## src/rtl/define.sv

```systemverilog
// Global build-wide macros shared by the MEM stage RTL.
//   DATA_WIDTH : width of data words, byte addresses and branch targets
//   RST_VALID  : level of rst that means "in reset"
`ifndef DEFINE_SV
`define DEFINE_SV

`ifndef DATA_WIDTH
`define DATA_WIDTH 32
`endif

`ifndef RST_VALID
`define RST_VALID 1'b1
`endif

`endif

```

## src/rtl/mem_access_stage_pkg.sv

```systemverilog
// Shared definitions for the MEM pipeline stage.
//   - bit positions inside the EX/MEM M and WB control bundles
//   - state encoding of the data-memory access FSM
package mem_access_stage_pkg;

  localparam int M_BRANCH    = 2;
  localparam int M_READ      = 1;
  localparam int M_WRITE     = 0;

  localparam int WB_REGWRITE = 1;
  localparam int WB_MEMTOREG = 0;

  typedef enum logic [1:0] {
    IDLE = 2'd0,
    WAIT = 2'd1,
    DONE = 2'd2
  } state_t;

endpackage

```

## src/rtl/mem_access_stage_mem_wb.sv

```systemverilog
// MEM/WB pipeline register.
// Ports:
//   clk, rst               clock and synchronous reset (active at `RST_VALID)
//   i_stall                insert a bubble: WB control cleared, other fields hold
//   i_kill                 retire the instruction with its WB control cleared
//   i_rdata_en             capture i_rdata into o_rdata this edge
//   i_WB, i_we, i_result   control, destination and ALU result from MEM
//   i_rdata                load data from the MEM read buffer
//   o_WB, o_we, o_result, o_rdata   registered MEM/WB outputs
`ifndef DATA_WIDTH
`define DATA_WIDTH 32
`endif
`ifndef RST_VALID
`define RST_VALID 1'b1
`endif

module mem_wb_reg
  import mem_access_stage_pkg::*;
#(
  parameter int DATA_WIDTH = `DATA_WIDTH
) (
  input  logic                  clk,
  input  logic                  rst,
  input  logic                  i_stall,
  input  logic                  i_kill,
  input  logic                  i_rdata_en,
  input  logic [1:0]            i_WB,
  input  logic [4:0]            i_we,
  input  logic [DATA_WIDTH-1:0] i_result,
  input  logic [DATA_WIDTH-1:0] i_rdata,
  output logic [1:0]            o_WB,
  output logic [4:0]            o_we,
  output logic [DATA_WIDTH-1:0] o_result,
  output logic [DATA_WIDTH-1:0] o_rdata
);

  logic [1:0]            r_wb;
  logic [4:0]            r_we;
  logic [DATA_WIDTH-1:0] r_result;
  logic [DATA_WIDTH-1:0] r_rdata;

  // A stalled cycle must not let the held instruction write back twice,
  // so only the WB control is cleared; the data fields simply hold.
  always_ff @(posedge clk) begin
    if (rst == `RST_VALID) begin
      r_wb     <= '0;
      r_we     <= '0;
      r_result <= '0;
      r_rdata  <= '0;
    end else begin
      if (i_stall) begin
        r_wb <= '0;
      end else begin
        r_wb[WB_REGWRITE] <= i_WB[WB_REGWRITE] & ~i_kill;
        r_wb[WB_MEMTOREG] <= i_WB[WB_MEMTOREG] & ~i_kill;
        r_we              <= i_we;
        r_result          <= i_result;
      end
      if (i_rdata_en) begin
        r_rdata <= i_rdata;
      end
    end
  end

  assign o_WB     = r_wb;
  assign o_we     = r_we;
  assign o_result = r_result;
  assign o_rdata  = r_rdata;

endmodule

```

## src/rtl/mem_access_stage.sv

```systemverilog
// MEM pipeline stage: word loads/stores over a req/ack data bus, branch
// resolution, and the MEM/WB register.
// Ports:
//   clk, rst                      clock, synchronous reset (active at `RST_VALID)
//   i_M, i_WB                     EX/MEM control bundles ({branch,read,write}, {reg_write,mem_to_reg})
//   i_zero_valid                  ALU zero flag
//   i_result, i_we, i_wdata       ALU result / byte address, destination, store data
//   i_imme                        branch target
//   o_stall                       freeze upstream registers and PC
//   o_pcsrc, o_branch_target      branch decision and target
//   dmem_req/wr/addr/wdata        registered data-memory request
//   dmem_rdata, dmem_ack          data-memory response
//   o_WB, o_we, o_result, o_rdata MEM/WB register outputs
//   o_mem_err                     sticky access error flag
`ifndef DATA_WIDTH
`define DATA_WIDTH 32
`endif
`ifndef RST_VALID
`define RST_VALID 1'b1
`endif

module mem_access_stage
  import mem_access_stage_pkg::*;
#(
  parameter int DATA_WIDTH     = `DATA_WIDTH,
  parameter int TIMEOUT_CYCLES = 16
) (
  input  logic                  clk,
  input  logic                  rst,
  input  logic [2:0]            i_M,
  input  logic [1:0]            i_WB,
  input  logic                  i_zero_valid,
  input  logic [DATA_WIDTH-1:0] i_result,
  input  logic [4:0]            i_we,
  input  logic [DATA_WIDTH-1:0] i_wdata,
  input  logic [DATA_WIDTH-1:0] i_imme,
  output logic                  o_stall,
  output logic                  o_pcsrc,
  output logic [DATA_WIDTH-1:0] o_branch_target,
  output logic                  dmem_req,
  output logic                  dmem_wr,
  output logic [DATA_WIDTH-1:0] dmem_addr,
  output logic [DATA_WIDTH-1:0] dmem_wdata,
  input  logic [DATA_WIDTH-1:0] dmem_rdata,
  input  logic                  dmem_ack,
  output logic [1:0]            o_WB,
  output logic [4:0]            o_we,
  output logic [DATA_WIDTH-1:0] o_result,
  output logic [DATA_WIDTH-1:0] o_rdata,
  output logic                  o_mem_err
);

  localparam int CNT_W = (TIMEOUT_CYCLES < 2) ? 1 : $clog2(TIMEOUT_CYCLES);
  localparam logic [CNT_W-1:0] CNT_LAST = CNT_W'(TIMEOUT_CYCLES - 1);

  state_t                r_state;
  state_t                w_state_next;
  logic [CNT_W-1:0]      r_count;
  logic                  r_abort;
  logic                  r_mem_err;
  logic [DATA_WIDTH-1:0] r_rd_buf;
  logic                  r_req;
  logic                  r_wr;
  logic [DATA_WIDTH-1:0] r_addr;
  logic [DATA_WIDTH-1:0] r_wdata;

  logic w_mem_op;
  logic w_illegal;
  logic w_issue;
  logic w_timeout;
  logic w_kill;

  // Only aligned words with exactly one of read/write are legal accesses.
  assign w_mem_op  = i_M[M_READ] | i_M[M_WRITE];
  assign w_illegal = w_mem_op & ((i_result[1:0] != 2'b00) | (i_M[M_READ] & i_M[M_WRITE]));
  assign w_issue   = (r_state == IDLE) & w_mem_op & ~w_illegal;
  // Ack wins over timeout when both land in the last WAIT cycle.
  assign w_timeout = (r_state == WAIT) & ~dmem_ack & (r_count == CNT_LAST);
  assign w_kill    = r_abort | w_illegal;

  assign o_pcsrc         = i_M[M_BRANCH] & i_zero_valid;
  assign o_branch_target = i_imme;

  always_comb begin
    w_state_next = r_state;
    o_stall      = 1'b0;
    case (r_state)
      IDLE: begin
        if (w_issue) begin
          o_stall      = 1'b1;
          w_state_next = WAIT;
        end
      end
      WAIT: begin
        o_stall = 1'b1;
        if (dmem_ack || w_timeout) begin
          w_state_next = DONE;
        end
      end
      DONE: begin
        w_state_next = IDLE;
      end
      default: begin
        w_state_next = IDLE;
      end
    endcase
  end

  always_ff @(posedge clk) begin
    if (rst == `RST_VALID) begin
      r_state <= IDLE;
    end else begin
      r_state <= w_state_next;
    end
  end

  // Bus request, timeout counter, abort and error tracking. An ack seen
  // outside WAIT (e.g. after a timeout) falls through untouched.
  always_ff @(posedge clk) begin
    if (rst == `RST_VALID) begin
      r_req     <= 1'b0;
      r_wr      <= 1'b0;
      r_addr    <= '0;
      r_wdata   <= '0;
      r_count   <= '0;
      r_abort   <= 1'b0;
      r_mem_err <= 1'b0;
      r_rd_buf  <= '0;
    end else begin
      case (r_state)
        IDLE: begin
          if (w_issue) begin
            r_req   <= 1'b1;
            r_wr    <= i_M[M_WRITE];
            r_addr  <= i_result;
            r_wdata <= i_wdata;
            r_count <= '0;
          end else if (w_illegal) begin
            r_mem_err <= 1'b1;
          end
        end
        WAIT: begin
          if (dmem_ack) begin
            r_req    <= 1'b0;
            r_rd_buf <= dmem_rdata;
          end else if (w_timeout) begin
            r_req     <= 1'b0;
            r_abort   <= 1'b1;
            r_mem_err <= 1'b1;
          end else begin
            r_count <= r_count + CNT_W'(1);
          end
        end
        DONE: begin
          r_abort <= 1'b0;
        end
        default: begin
          r_req <= 1'b0;
        end
      endcase
    end
  end

  assign dmem_req   = r_req;
  assign dmem_wr    = r_wr;
  assign dmem_addr  = r_addr;
  assign dmem_wdata = r_wdata;
  assign o_mem_err  = r_mem_err;

  mem_wb_reg #(
    .DATA_WIDTH(DATA_WIDTH)
  ) u_mem_wb (
    .clk        (clk),
    .rst        (rst),
    .i_stall    (o_stall),
    .i_kill     (w_kill),
    .i_rdata_en (r_state == DONE),
    .i_WB       (i_WB),
    .i_we       (i_we),
    .i_result   (i_result),
    .i_rdata    (r_rd_buf),
    .o_WB       (o_WB),
    .o_we       (o_we),
    .o_result   (o_result),
    .o_rdata    (o_rdata)
  );

endmodule

```

## config.mk

```make
export PLATFORM = sky130hd
export DESIGN_NAME = mem_access_stage
export DESIGN_NICKNAME = d
export VERILOG_FILES = /design/src/rtl/define.sv /design/src/rtl/mem_access_stage_pkg.sv /design/src/rtl/mem_access_stage_mem_wb.sv /design/src/rtl/mem_access_stage.sv
export SDC_FILE = /design/constraint.sdc
export NUM_CORES = 1
export LEC_CHECK = 0
export ABC_AREA = 1
export CAP_MARGIN = 25
export CELL_PAD_IN_SITES_DETAIL_PLACEMENT = 1
export CELL_PAD_IN_SITES_GLOBAL_PLACEMENT = 2
export CORE_ASPECT_RATIO = 1.2
export CORE_MARGIN = 1.5
export CORE_UTILIZATION = 33
export CTS_BUF_LIST = sky130_fd_sc_hd__clkbuf_8 sky130_fd_sc_hd__clkbuf_16
export CTS_CLUSTER_DIAMETER = 50
export DETAILED_ROUTE_END_ITERATION = 10
export DONT_BUFFER_PORTS = 1
export MAX_ROUTING_LAYER = met4
export PLACE_DENSITY = 0.81
export SKIP_LAST_GASP = 1
export SYNTH_ARGS = -nofsm -noshare
export SYNTH_HDL_FRONTEND = slang
export SYNTH_SLANG_ARGS = --single-unit
```

## constraint.sdc

```tcl
create_clock -name clk -period 1.5 [get_ports clk]
set_clock_uncertainty 0.05 [all_clocks]
set_input_delay 0.225 -clock clk [delete_from_list [all_inputs] [get_ports clk]]
set_output_delay 0.225 -clock clk [all_outputs]
set_load 0.1 [all_outputs]
```

[Word-level counts from Yosys, hierarchy flattened]
Cells that the tools add are included.
Storage, ports and cells
  bits in registers: 177
  latch bits: 0
  bits in writable memories: 0
  memory bits (read-only): 0
  output and inout port bits: 172
  logic and storage cells: 73
  memories: 0
Cells by class
  add/subtract/negate cells: 1
  multiply operators: 0
  divide/modulo/power cells: 0
  magnitude comparators: 0
  eq/ne operators: 11
  shift-type cells: 0
  muxes and demuxes: 19
  bitwise gates (word level): 16
  reduce and logical (&&, ||, !) cells: 13
Operators with widths (count)
  2-to-1 mux 4 bit: 3
  != test 2 bit (second input constant): 6
  bitwise AND 1 bit: 9
  2-to-1 mux 1 bit: 8
  case mux 4 bit (2 select lines): 1
  case mux 1 bit (2 select lines): 3
  AND reduction 2 bit: 3
  AND reduction 3 bit: 2
  nonzero test 2 bit: 3
  AND reduction 5 bit: 1
  adder 4 x 1 -> 4 bit (second input constant): 1
  == test 4 bit (second input constant): 1
  2-to-1 mux 2 bit: 2
  NOT 1 bit: 4
  case mux 2 bit (2 select lines): 1
  AND reduction 4 bit: 1
  != test 3 bit (second input constant): 1
  OR 1 bit: 3
  case mux 1 bit (3 select lines): 1
  == test 2 x 1 -> 1 bit (second input constant): 1
  == test 2 bit (second input constant): 1
  zero test 2 bit: 1
  != test 2 x 1 -> 1 bit (second input constant): 1
  OR reduction 2 bit: 1
  logical OR 1 bit: 1

[Depth between registers and ports, before layout]
  depth after elaboration: 8
  depth in mapped cells: 9
  depth with buffers taken out: 8

[By module]
A second synthesis with hierarchy kept.
Second synthesis, totals
  cell total of the unflattened synthesis: 976
  area, all modules: 6984.2 sq um
Modules (own cells, without submodules)
  mem_access_stage: times used 1, cells an instance 531, area an instance 4098.9 sq um, seq. area each 2122.0 sq um
  mem_wb_reg: times used 1, cells an instance 445, area an instance 2885.3 sq um, seq. area each 1421.4 sq um

[Least setup slack after synthesis]
Ideal clock, no wire load.
  kind: register to register
  start point: register r_state[1]
  end point: register u_mem_wb.r_result[22] (netlist: u_mem_wb.o_result[22])
  arrival: 1.440 ns
  required time: 1.383 ns
  setup slack: -0.057 ns
  cell stages (with the launch flop): 9
  cell sequence: dfxtp_1 > nor2_2 > o21ai_2 > nor2_4 > nor2_4 > inv_2 > buf_2 > nor2_1 > nor2_1
On the way
  longest elaborated chain between the ends: 5
Ends and longest elaborated chain
  from (decl): RTL line mem_access_stage.sv:56  | state_t r_state;
  from (signal assigned): RTL line mem_access_stage.sv:113  | r_state <= w_state_next;
  zero test 2 bit: RTL line mem_access_stage.sv:76, mem_access_stage.sv:87
  bitwise AND 1 bit (2 in a row): RTL line mem_access_stage.sv:76  | assign w_issue = (r_state == IDLE) & w_mem_op & ~w_illegal;
  2-to-1 mux 1 bit: RTL line mem_access_stage.sv:89  | if (w_issue) begin
  case mux 1 bit (2 select lines) (*): RTL line mem_access_stage.sv:87  | case (r_state)
  named net o_stall: RTL line mem_access_stage.sv:37  | output logic o_stall,
  to (signal assigned): RTL line mem_access_stage_mem_wb.sv:57  | r_result <= i_result;
  to (decl): RTL line mem_access_stage_mem_wb.sv:39  | logic [DATA_WIDTH-1:0] r_result;
Mark *: on every way through the listed nets, which the timed path passes. The rest lies on a longest branch.
A chain may end at the register's enable or synchronous reset.

[Final worst setup path]
  start point: register r_state[0]
  end point: output o_stall
On the way
  longest elaborated chain between the ends: 5
Ends and longest elaborated chain (RTL line)
  zero test 2 bit: mem_access_stage.sv:76, mem_access_stage.sv:87
  bitwise AND 1 bit (2 in a row): mem_access_stage.sv:76
  2-to-1 mux 1 bit: mem_access_stage.sv:89
  case mux 1 bit (2 select lines) (*): mem_access_stage.sv:87
  to (decl): mem_access_stage.sv:37
Every way passes the cells marked *; elsewhere a longest branch is shown, timed or not.

==> results.sh <==
export IMPL_slew_worst_pin_ps=412
export IMPL_clk_latency_ps=430
export IMPL_largest_buffer_count_on_any_clock_path=2
export IMPL_drcViolationCount=0
export IMPL_wl_per_cell_um=18.6
export IMPL_via_count_of_the_first_global_routing_pass=6683
export IMPL_design_die_area_um2=20300
export IMPL_violations="negative setup slack"
export IMPL_critical_path_slowest_cell="dfxtp_2"
export IMPL_worst_ep_arrival_time_ps=1380
export IMPL_cts_made_buffers=17
export IMPL_grt_start_max_net_pins=106
export IMPL_fin_crit_ps=1650
export IMPL_timing_hold_ws_ps=153
export IMPL_grt_overflow_total=0
export IMPL_area_growth_synth_to_final_pct=47.0
export IMPL_placement_io_buffers=0
export IMPL_floorplan_initialDensity=0.338
export IMPL_slowest_stage_delay_on_critical_path_ps=340
export IMPL_vdd_ir_drop_max_uv=717
export IMPL_cts_reportedPaths_clkPinSlew_ps=70
export IMPL_p_leak_uw=0.00412
export IMPL_synthesis_instances=799
export IMPL_per_cell_via_count_in_the_routed_design=4.94
export IMPL_chipWidth_um=130
export IMPL_status="complete, but fails checks"
export IMPL_tritoncts="done"
export IMPL_placementRows=55
export IMPL_global_route_wire_length_before_repair_mm=34.6
export IMPL_most_common_layout_cells="216 x nor2_1, 174 x dfxtp_1, 160 x buf_4"
export IMPL_mappedNetlistArea_um2=6420
export IMPL_power_density_nw_per_um2=1350
export IMPL_worst_path_buf_inv=2
export IMPL_dr_total_vias=6332
export IMPL_layout_cells_most_common="nor2_1"
export IMPL_number_of_antenna_violations_at_the_first_check_in_global_routing=1
export IMPL_cpLargestDelayFamily="flip-flops"
export IMPL_rsz0062_at_grt="true"
export IMPL_critPathKind="reg -> out"
export IMPL_slew_viol_final=0
export IMPL_multi_input_comb_area_um2=2250
export IMPL_critical_path_cell_chain="nor2_4 -> o21ai_2 -> nor2_4 -> nor2_4 -> inv_4 -> buf_12"
export IMPL_setup_violations=9
export IMPL_globalplace_congestion=0.808
export IMPL_detailed_place_hpwl_mm=13.8
export IMPL_worstHoldPathType="in -> reg"
export IMPL_ys_warnings_count=0
export IMPL_top_level_ports=314
export IMPL_dr_first_iter_drc_count=252
export IMPL_crit_path_max_fanout=3
export IMPL_die_height_um=156
export IMPL_min_period_over_period=1.10
export IMPL_cts_htree_levels=4
export IMPL_final_critical_path_setup_slack_ps=-151
export IMPL_post_place_ws_ps=-123
export IMPL_clock_root_buffer="clkbuf_16"
export IMPL_worst_endpoint_required_ps=1220
export IMPL_n_fill_cell=2200
export IMPL_hold_violations=0
export IMPL_cts_num_sinks=177
export IMPL_core_area_um2=19000
export IMPL_hold_wc_startpoint="rst"
export IMPL_layout_nets=1156
export IMPL_critical_path_startpoint_type="flop"
export IMPL_reg2reg_from="r_state[0]"
export IMPL_drv_max_cap_violation_count=0
export IMPL_sequential_cell_area_um2=3550
export IMPL_drive_above_1_share=0.221
export IMPL_globalRouteTotalUtil=0.226
export IMPL_worst_setup_ep_type="output pin"
export IMPL_unique_masters_post_synth=21
export IMPL_timing_critical_path_mode_cell="nor2_4"
export IMPL_routed_wirelength_mm=23.8
export IMPL_ys_ff_latch=177
export IMPL_relSlewSlack=0.725
export IMPL_detail_route_antenna_nets=0
export IMPL_avgSynthCellArea_um2=8.04
export IMPL_part_of_the_yosys_area_used_for_sequential_elements=0.552
export IMPL_crit_path_start="r_state[0]"
export IMPL_postSynthNetCount=942
export IMPL_max_freq_mhz=606
export IMPL_total_iterations_of_the_first_detailed_routing_run=4
## final cells by class
class                           count  share of cell area
Tap cell                          256              0.0339
Clock buffer                       19              0.0480
Multi-Input combinational cell    494               0.238
Antenna cell                        1            0.000265
Sequential cell                   177               0.376
Inverter                           42              0.0172
Timing Repair Buffer              281               0.272
Clock inverter                     13              0.0154
## through the flow
step,utilization,TNS [ps],std cells,instance area (µm²),power (µW)
finish,0.497,-395,1283,9440,12700
CTS,0.490,-212,1277,9310,12700
global placement,0.400,-61.8,1133,7590,7910
global route,0.497,-5150,1283,9440,13100
detailed placement,0.400,-4900,1133,7590,7970
floorplan,-,0,799,6430,7750
## registers in the layout (all words and copies together), names as in the netlist
name,cells
dmem_addr,32
dmem_wdata,32
r_rd_buf,32
u_mem_wb.o_rdata,32
u_mem_wb.o_result,32
u_mem_wb.o_we,5
r_count,4
r_state,2
u_mem_wb.o_WB,2
dmem_req,1
dmem_wr,1
o_mem_err,1
r_abort,1
## what timing repair did
item / CTS / global route
hold endpoints to repair: 139 / 0
setup endpoints to repair: 47 / 112
pin swaps: 3 / 3
gates cloned: 0 / 4
gates resized for setup: 7 / 26
buffers inserted: 7 / 1
hold buffers: 106 / 0
## routing by layer
metal  share of wire  vias to the layer above  global-route usage
met5               0                        -                   -
met4           0.030                        0              0.0952
met3           0.059                       53              0.0549
met2            0.51                      227               0.402
met1            0.40                     3065               0.237
li1                -                     2987                   -
## where the power goes
part           switching, µW  total, µW  leakage [µW]  internal, µW
clock                   2060       4510      0.000281          2440
combinational           2360       3110       0.00239           746
sequential               143       5110       0.00145          4960
## Yosys cell counts (all sizes together)
cell    instances  area share
nor2          225        0.14
dfxtp         177        0.55
o21ai         169        0.13
a21oi          69       0.054
buf            60       0.064
inv            42       0.025
clkbuf         26       0.015
nand2          19       0.011
nand3           8      0.0062
nor3            2      0.0016
a211oi          1      0.0012
ha              1      0.0019
## kinds of logic after synthesis
| group | synth area share |
|---|---|
| adder cells (fa/ha/maj) | 0.00195 |
| buffers and inverters | 0.104 |
| AND/OR/NAND/NOR | 0.155 |
| flip-flops | 0.552 |
| AO/OA/AOI/OAI | 0.187 |
## worst min-delay path: stages
cell and delay (ps):
inv_4 20, buf_12 170, o21ai_0 100, nor2_1 50
## path summary, 6_finish.rpt
check	to	slack, ps	cells past startpoint
hold reg to reg	r_rd_buf[9]	410	2
hold / removal	u_mem_wb.o_rdata[31]	150	4
setup reg to reg	dmem_wdata[12]	-100	7
setup / recovery	o_stall	-150	6
(Power assumes the default switching activity.)
